`src/rtl/result_bcd_serializer_if.sv`:
```
// rtl/result_bcd_serializer_if.sv - request, result and digit-stream bundle for the BCD serializer
interface result_bcd_serializer_if;
    logic        start;
    logic [13:0] value;
    logic        busy;
    logic        done;
    logic        overflow;
    logic [15:0] bcd;
    logic        digit_valid;
    logic [3:0]  digit;
    logic [1:0]  digit_index;
    logic        digit_ready;

    modport master (
        output start, value, digit_ready,
        input  busy, done, overflow, bcd, digit_valid, digit, digit_index
    );

    modport slave (
        input  start, value, digit_ready,
        output busy, done, overflow, bcd, digit_valid, digit, digit_index
    );
endinterface

```
`src/rtl/result_bcd_serializer.sv`:
```
// rtl/result_bcd_serializer.sv - sequential double-dabble binary-to-BCD converter with digit streaming
module result_bcd_serializer (
    input  logic                          clk,
    input  logic                          rst,
    result_bcd_serializer_if.slave        bus
);
    typedef enum logic [1:0] {IDLE, SHIFT, EMIT, DONE} state_t;

    state_t      state_q, state_d;
    // {scratch[15:0], value shifter[13:0]} shift together as one word
    logic [29:0] work_q, work_d;
    logic [3:0]  bit_cnt_q, bit_cnt_d;
    logic [15:0] bcd_q, bcd_d;
    logic [1:0]  idx_q, idx_d;
    logic [3:0]  digit_q, digit_d;
    logic        busy_q, busy_d;
    logic        done_q, done_d;
    logic        ovf_q, ovf_d;
    logic        dvalid_q, dvalid_d;

    logic [15:0] adjusted;
    logic [29:0] shifted;

    function automatic logic [15:0] dabble_adjust(input logic [15:0] s);
        logic [15:0] r;
        for (int i = 0; i < 4; i++) begin
            r[i*4 +: 4] = (s[i*4 +: 4] >= 4'd5) ? (s[i*4 +: 4] + 4'd3) : s[i*4 +: 4];
        end
        return r;
    endfunction

    function automatic logic [3:0] nibble(input logic [15:0] b, input logic [1:0] i);
        logic [3:0] n;
        case (i)
            2'd3:    n = b[15:12];
            2'd2:    n = b[11:8];
            2'd1:    n = b[7:4];
            default: n = b[3:0];
        endcase
        return n;
    endfunction

    assign adjusted = dabble_adjust(work_q[29:14]);
    assign shifted  = {adjusted, work_q[13:0]} << 1;

    always_comb begin
        state_d   = state_q;
        work_d    = work_q;
        bit_cnt_d = bit_cnt_q;
        bcd_d     = bcd_q;
        idx_d     = idx_q;
        digit_d   = digit_q;
        busy_d    = busy_q;
        done_d    = 1'b0;
        ovf_d     = ovf_q;
        dvalid_d  = dvalid_q;

        case (state_q)
            IDLE: begin
                if (bus.start) begin
                    work_d    = {16'h0000, bus.value};
                    bit_cnt_d = 4'd0;
                    busy_d    = 1'b1;
                    ovf_d     = (bus.value > 14'd9999);
                    if (bus.value > 14'd9999) begin
                        state_d = DONE;
                        done_d  = 1'b1;
                    end else begin
                        state_d = SHIFT;
                    end
                end
            end

            SHIFT: begin
                work_d    = shifted;
                bit_cnt_d = bit_cnt_q + 4'd1;
                if (bit_cnt_q == 4'd13) begin
                    state_d  = EMIT;
                    bcd_d    = shifted[29:14];
                    idx_d    = 2'd3;
                    digit_d  = shifted[29:26];
                    dvalid_d = 1'b1;
                end
            end

            EMIT: begin
                if (bus.digit_ready) begin
                    if (idx_q == 2'd0) begin
                        state_d  = DONE;
                        dvalid_d = 1'b0;
                        done_d   = 1'b1;
                    end else begin
                        idx_d   = idx_q - 2'd1;
                        digit_d = nibble(bcd_q, idx_q - 2'd1);
                    end
                end
            end

            default: begin
                state_d = IDLE;
                busy_d  = 1'b0;
            end
        endcase
    end

    always_ff @(posedge clk) begin
        if (rst) begin
            state_q   <= IDLE;
            work_q    <= '0;
            bit_cnt_q <= '0;
            bcd_q     <= 16'h0000;
            idx_q     <= 2'd0;
            digit_q   <= 4'd0;
            busy_q    <= 1'b0;
            done_q    <= 1'b0;
            ovf_q     <= 1'b0;
            dvalid_q  <= 1'b0;
        end else begin
            state_q   <= state_d;
            work_q    <= work_d;
            bit_cnt_q <= bit_cnt_d;
            bcd_q     <= bcd_d;
            idx_q     <= idx_d;
            digit_q   <= digit_d;
            busy_q    <= busy_d;
            done_q    <= done_d;
            ovf_q     <= ovf_d;
            dvalid_q  <= dvalid_d;
        end
    end

    assign bus.busy        = busy_q;
    assign bus.done        = done_q;
    assign bus.overflow    = ovf_q;
    assign bus.bcd         = bcd_q;
    assign bus.digit_valid = dvalid_q;
    assign bus.digit       = digit_q;
    assign bus.digit_index = idx_q;
endmodule

```
`src/flat_wrapper.sv`:
```
// flat-port wrapper written by rule: the top's interface ports become plain ports
module result_bcd_serializer_flat 
  (clk, rst, bus_start, bus_value, bus_digit_ready, bus_busy, bus_done, bus_overflow, bus_bcd, bus_digit_valid, bus_digit, bus_digit_index);
  result_bcd_serializer_if bus_i ();
  input  logic clk;
  input  logic rst;
  input wire logic [$bits(bus_i.start)-1:0] bus_start;
  input wire logic [$bits(bus_i.value)-1:0] bus_value;
  input wire logic [$bits(bus_i.digit_ready)-1:0] bus_digit_ready;
  output wire logic [$bits(bus_i.busy)-1:0] bus_busy;
  output wire logic [$bits(bus_i.done)-1:0] bus_done;
  output wire logic [$bits(bus_i.overflow)-1:0] bus_overflow;
  output wire logic [$bits(bus_i.bcd)-1:0] bus_bcd;
  output wire logic [$bits(bus_i.digit_valid)-1:0] bus_digit_valid;
  output wire logic [$bits(bus_i.digit)-1:0] bus_digit;
  output wire logic [$bits(bus_i.digit_index)-1:0] bus_digit_index;
  assign bus_i.start = bus_start;
  assign bus_i.value = bus_value;
  assign bus_i.digit_ready = bus_digit_ready;
  assign bus_busy = bus_i.busy;
  assign bus_done = bus_i.done;
  assign bus_overflow = bus_i.overflow;
  assign bus_bcd = bus_i.bcd;
  assign bus_digit_valid = bus_i.digit_valid;
  assign bus_digit = bus_i.digit;
  assign bus_digit_index = bus_i.digit_index;
  result_bcd_serializer u_core (.clk(clk), .rst(rst), .bus(bus_i));
endmodule
```
`config.mk`:
```
export PLATFORM = sky130hd
export DESIGN_NAME = result_bcd_serializer_flat
export DESIGN_NICKNAME = d
export VERILOG_FILES = /design/src/rtl/result_bcd_serializer_if.sv /design/src/rtl/result_bcd_serializer.sv /design/src/flat_wrapper.sv
export SDC_FILE = /design/constraint.sdc
export NUM_CORES = 1
export LEC_CHECK = 0
export BUFFER_PORTS_ARGS = -buffer_cell sky130_fd_sc_hd__buf_2
export CORE_UTILIZATION = 64
export CTS_BUF_LIST = sky130_fd_sc_hd__clkbuf_8
export CTS_CLUSTER_DIAMETER = 60
export DETAILED_ROUTE_END_ITERATION = 6
export PLACE_DENSITY = 0.92
export SETUP_SLACK_MARGIN = 0.2
export SKIP_LAST_GASP = 1
export SLEW_MARGIN = 20
export SYNTH_ARGS = -nofsm -noshare
export SYNTH_HDL_FRONTEND = slang
export SYNTH_SLANG_ARGS = --single-unit
```
`constraint.sdc`:
```
create_clock -name clk -period 4.4 [get_ports clk]
set_clock_uncertainty 0.2 [all_clocks]
set_input_delay 1.32 -clock clk [delete_from_list [all_inputs] [get_ports clk]]
set_output_delay 1.32 -clock clk [all_outputs]
set_load 0.03 [all_outputs]
```
==> results.ini <==
[global_routing]
grt_use_total_pct=32.24
grt_max_degree=33
grt_pass1_wl_um=12860
antenna_found_initial=0
overflow=0
grt_pass1_vias=2766

[clock_network]
cts_tree=built
clkTransAtPathRegs_ps=70
htree_levels=3
post_cts_buffers=0
clockBufferDepth=2
cts_root_buffer=clkbuf_8
cts_resized=0
cts.sinks=62
ctsHoldBuffers=0
clock_latency_ps=350
numCtsBuffers=9

[routing]
ant_nets=0
vias=2990
drt-initial-drc-count=199
vias_per_cell=6.295
detail_route.wl_per_cell_um=16.63
totalWireLength_um=7899
first_pass_iters=5
drc=0

[logic_synthesis]
synth_edf_count=0
synth.avg_cell_area_um2=8.901
ys_seq_area_share_pct=37.89
ys_types=49
syn_inst=368
synth-seq-cells=62
synth_top_area_share_pct=37.89
syn-num-nets=405
synth_area_leader_cell=dfxtp_1
yosys-top-cells-count=62 x dfxtp_1, 42 x nor2_1, 21 x a211oi_1, 21 x inv_1, 21 x nand2_1
syn_area_um2=3276
synth_top_cells_by_area=dfxtp_1 38%, ha_1 7.3%, mux2i_1 5.2%, a211oi_1 4.8%, nor2_1 4.8%
yosysWarnings=0
ys.flop_type=dfxtp_1
synth_most_common_cell=dfxtp_1
async_flop_share_pct=0

[sta]
worst_slew_pin_slew_ps=1025
relSlewSlack_pct=29.71
timing.final.ws_setup_ps=1726
timing.final.crit_share_pct=60.77
min_period_ps=2674
slew_viol_final=0
fmax_mhz=374.0
rsz0062_at_grt=no
final_hold_viol_count=0
setup_tns_ps=0
setup_viol=0

[placement]
port_buffers=43
dp_slack_ps=1254
hpwl_um=5290
place_congestion=0.8304

[critical_path]
worst_setup_path_end_kind=flip-flop
path_class=flip-flop to flip-flop
path_max_fanout=27
cp.arrival_ps=2680
cp.required_ps=4410
startpoint_type=flip-flop
ff2ff_setup_slack_ps=1730

[run_status]
status=finished clean

[power]
power_density_nw_per_um2=496.2
combinationalPowerShare_pct=36.0
pwr-share-seq_pct=37.9
ir_drop_v=0.0003192
internal-power_mw=1.133
p_clk_share_pct=26.1
swShare_pct=37.92
net-switching-power_uw=691.8
p_leak_nw=1.404

[flow_run]
drv_cap=0

[cells_and_area]
final_nets=441
multi_input_area_um2=1846
syn_to_final_growth_pct=12.26
final-seq-area_um2=1241
drive_gt1_share_pct=20.59
diodes=0
num-fill-cells=338

[die]
core_um2=4817
initial_core_util_pct=68.00
pin_count=44
core.rowCount=25
fp.dieW_um=73.54
die_area_um2=5408
die_height_um=73.54

[min_path]
hold_path_class=flip-flop to flip-flop

[through the flow]
stage	utilization [%]	power [mW]	area, µm²	hold WS, ps	instances
final	76.34	1.824	3677	279.7	475
after global routing	76.34	1.922	3677	302.0	475
after CTS	76.29	1.817	3675	277.2	475
after detailed placement	72.42	1.347	3488	264.6	460
after global placement	72.42	1.316	3488	262.5	460
after floorplan	-	1.233	3276	244.4	368
[worst max-delay path, stage by stage (launching register included)]
cell and delay (ps):
dfxtp_1 330, inv_1 110, ha_1 250, buf_4 390, nand4_4 340, a22oi_2 580
o221a_2 290, nor3_1 40
[per-layer routing]
| metal | vias to the layer above | part of all wire, % | track usage (%) |
|---|---|---|---|
| li1 | 1406 | - | - |
| met1 | 1408 | 41 | 37.76 |
| met2 | 141 | 49 | 50.87 |
| met3 | 35 | 6.4 | 11.93 |
| met4 | 0 | 3.8 | 17.95 |
| met5 | - | 0 | 0 |
[layout make-up]
type                    count  share of cell area (%)
clock buffers              13                   4.866
clock inverters             2                  0.2042
inverters                  22                   2.246
multi-input cells         263                   50.19
flip-flops and latches     62                   33.75
well taps                  67                   2.280
repair buffers             46                   6.465
[logic make-up after synthesis]
group	after synthesis	share of synthesized area [%]
mux	20	6.226
compound gates	103	23.95
flops	62	37.89
fa+ha+maj	19	7.258
buf+inv	43	5.844
xor+xnor	3	0.8023
simple gates	118	18.03
[path summary, 6_finish.rpt]
| path | startpoint | to | depth (start not counted) |
|---|---|---|---|
| worst max-delay path | u_core.state_q[1]$_SDFFE_PP0P_ | u_core.bus.digit[3]$_SDFFE_PP0P_ | 7 |
| worst min-delay path | u_core.bus.bcd[14]$_SDFFE_PP0P_ | u_core.bus.bcd[14]$_SDFFE_PP0P_ | 2 |
| worst max register to register | u_core.state_q[1]$_SDFFE_PP0P_ | u_core.bus.digit[3]$_SDFFE_PP0P_ | 7 |
| worst min register to register | u_core.bus.bcd[14]$_SDFFE_PP0P_ | u_core.bus.bcd[14]$_SDFFE_PP0P_ | 2 |
[state kept, by name, summed over array words and instances (netlist names)]
signal                  flops
u_core.bus.digit            4
u_core.bus.done             1
u_core.state_q              2
u_core.bus.digit_index      2
u_core.work_q              30
u_core.bit_cnt_q            4
u_core.bus.bcd             16
u_core.bus.overflow         1
u_core.bus.busy             1
u_core.bus.digit_valid      1
[power by group through the flow]
stage	Clock (mW)	Sequential (mW)	Combinational (mW)
after floorplan	0	0.731	0.502
after global placement	0	0.697	0.620
after detailed placement	0	0.701	0.646
after CTS	0.475	0.690	0.651
after global routing	0.502	0.701	0.719
final	0.477	0.691	0.657
[cells in the final DEF (no fill, tap or decap), drive strengths merged, types with 4 or more instances in the layout]
cell	count
inv	24
o32ai	6
a22oi	4
nand2b	6
a21oi	19
nor2b	6
a211oi	21
nand3b	7
nor3b	6
mux2i	17
and2	4
clkbuf	13
ha	19
nor2	43
a32oi	4
nand3	5
buf	46
nand2	21
dfxtp	62
nor3	12
o21ai	21
Power figures use the tool's default switching activity.
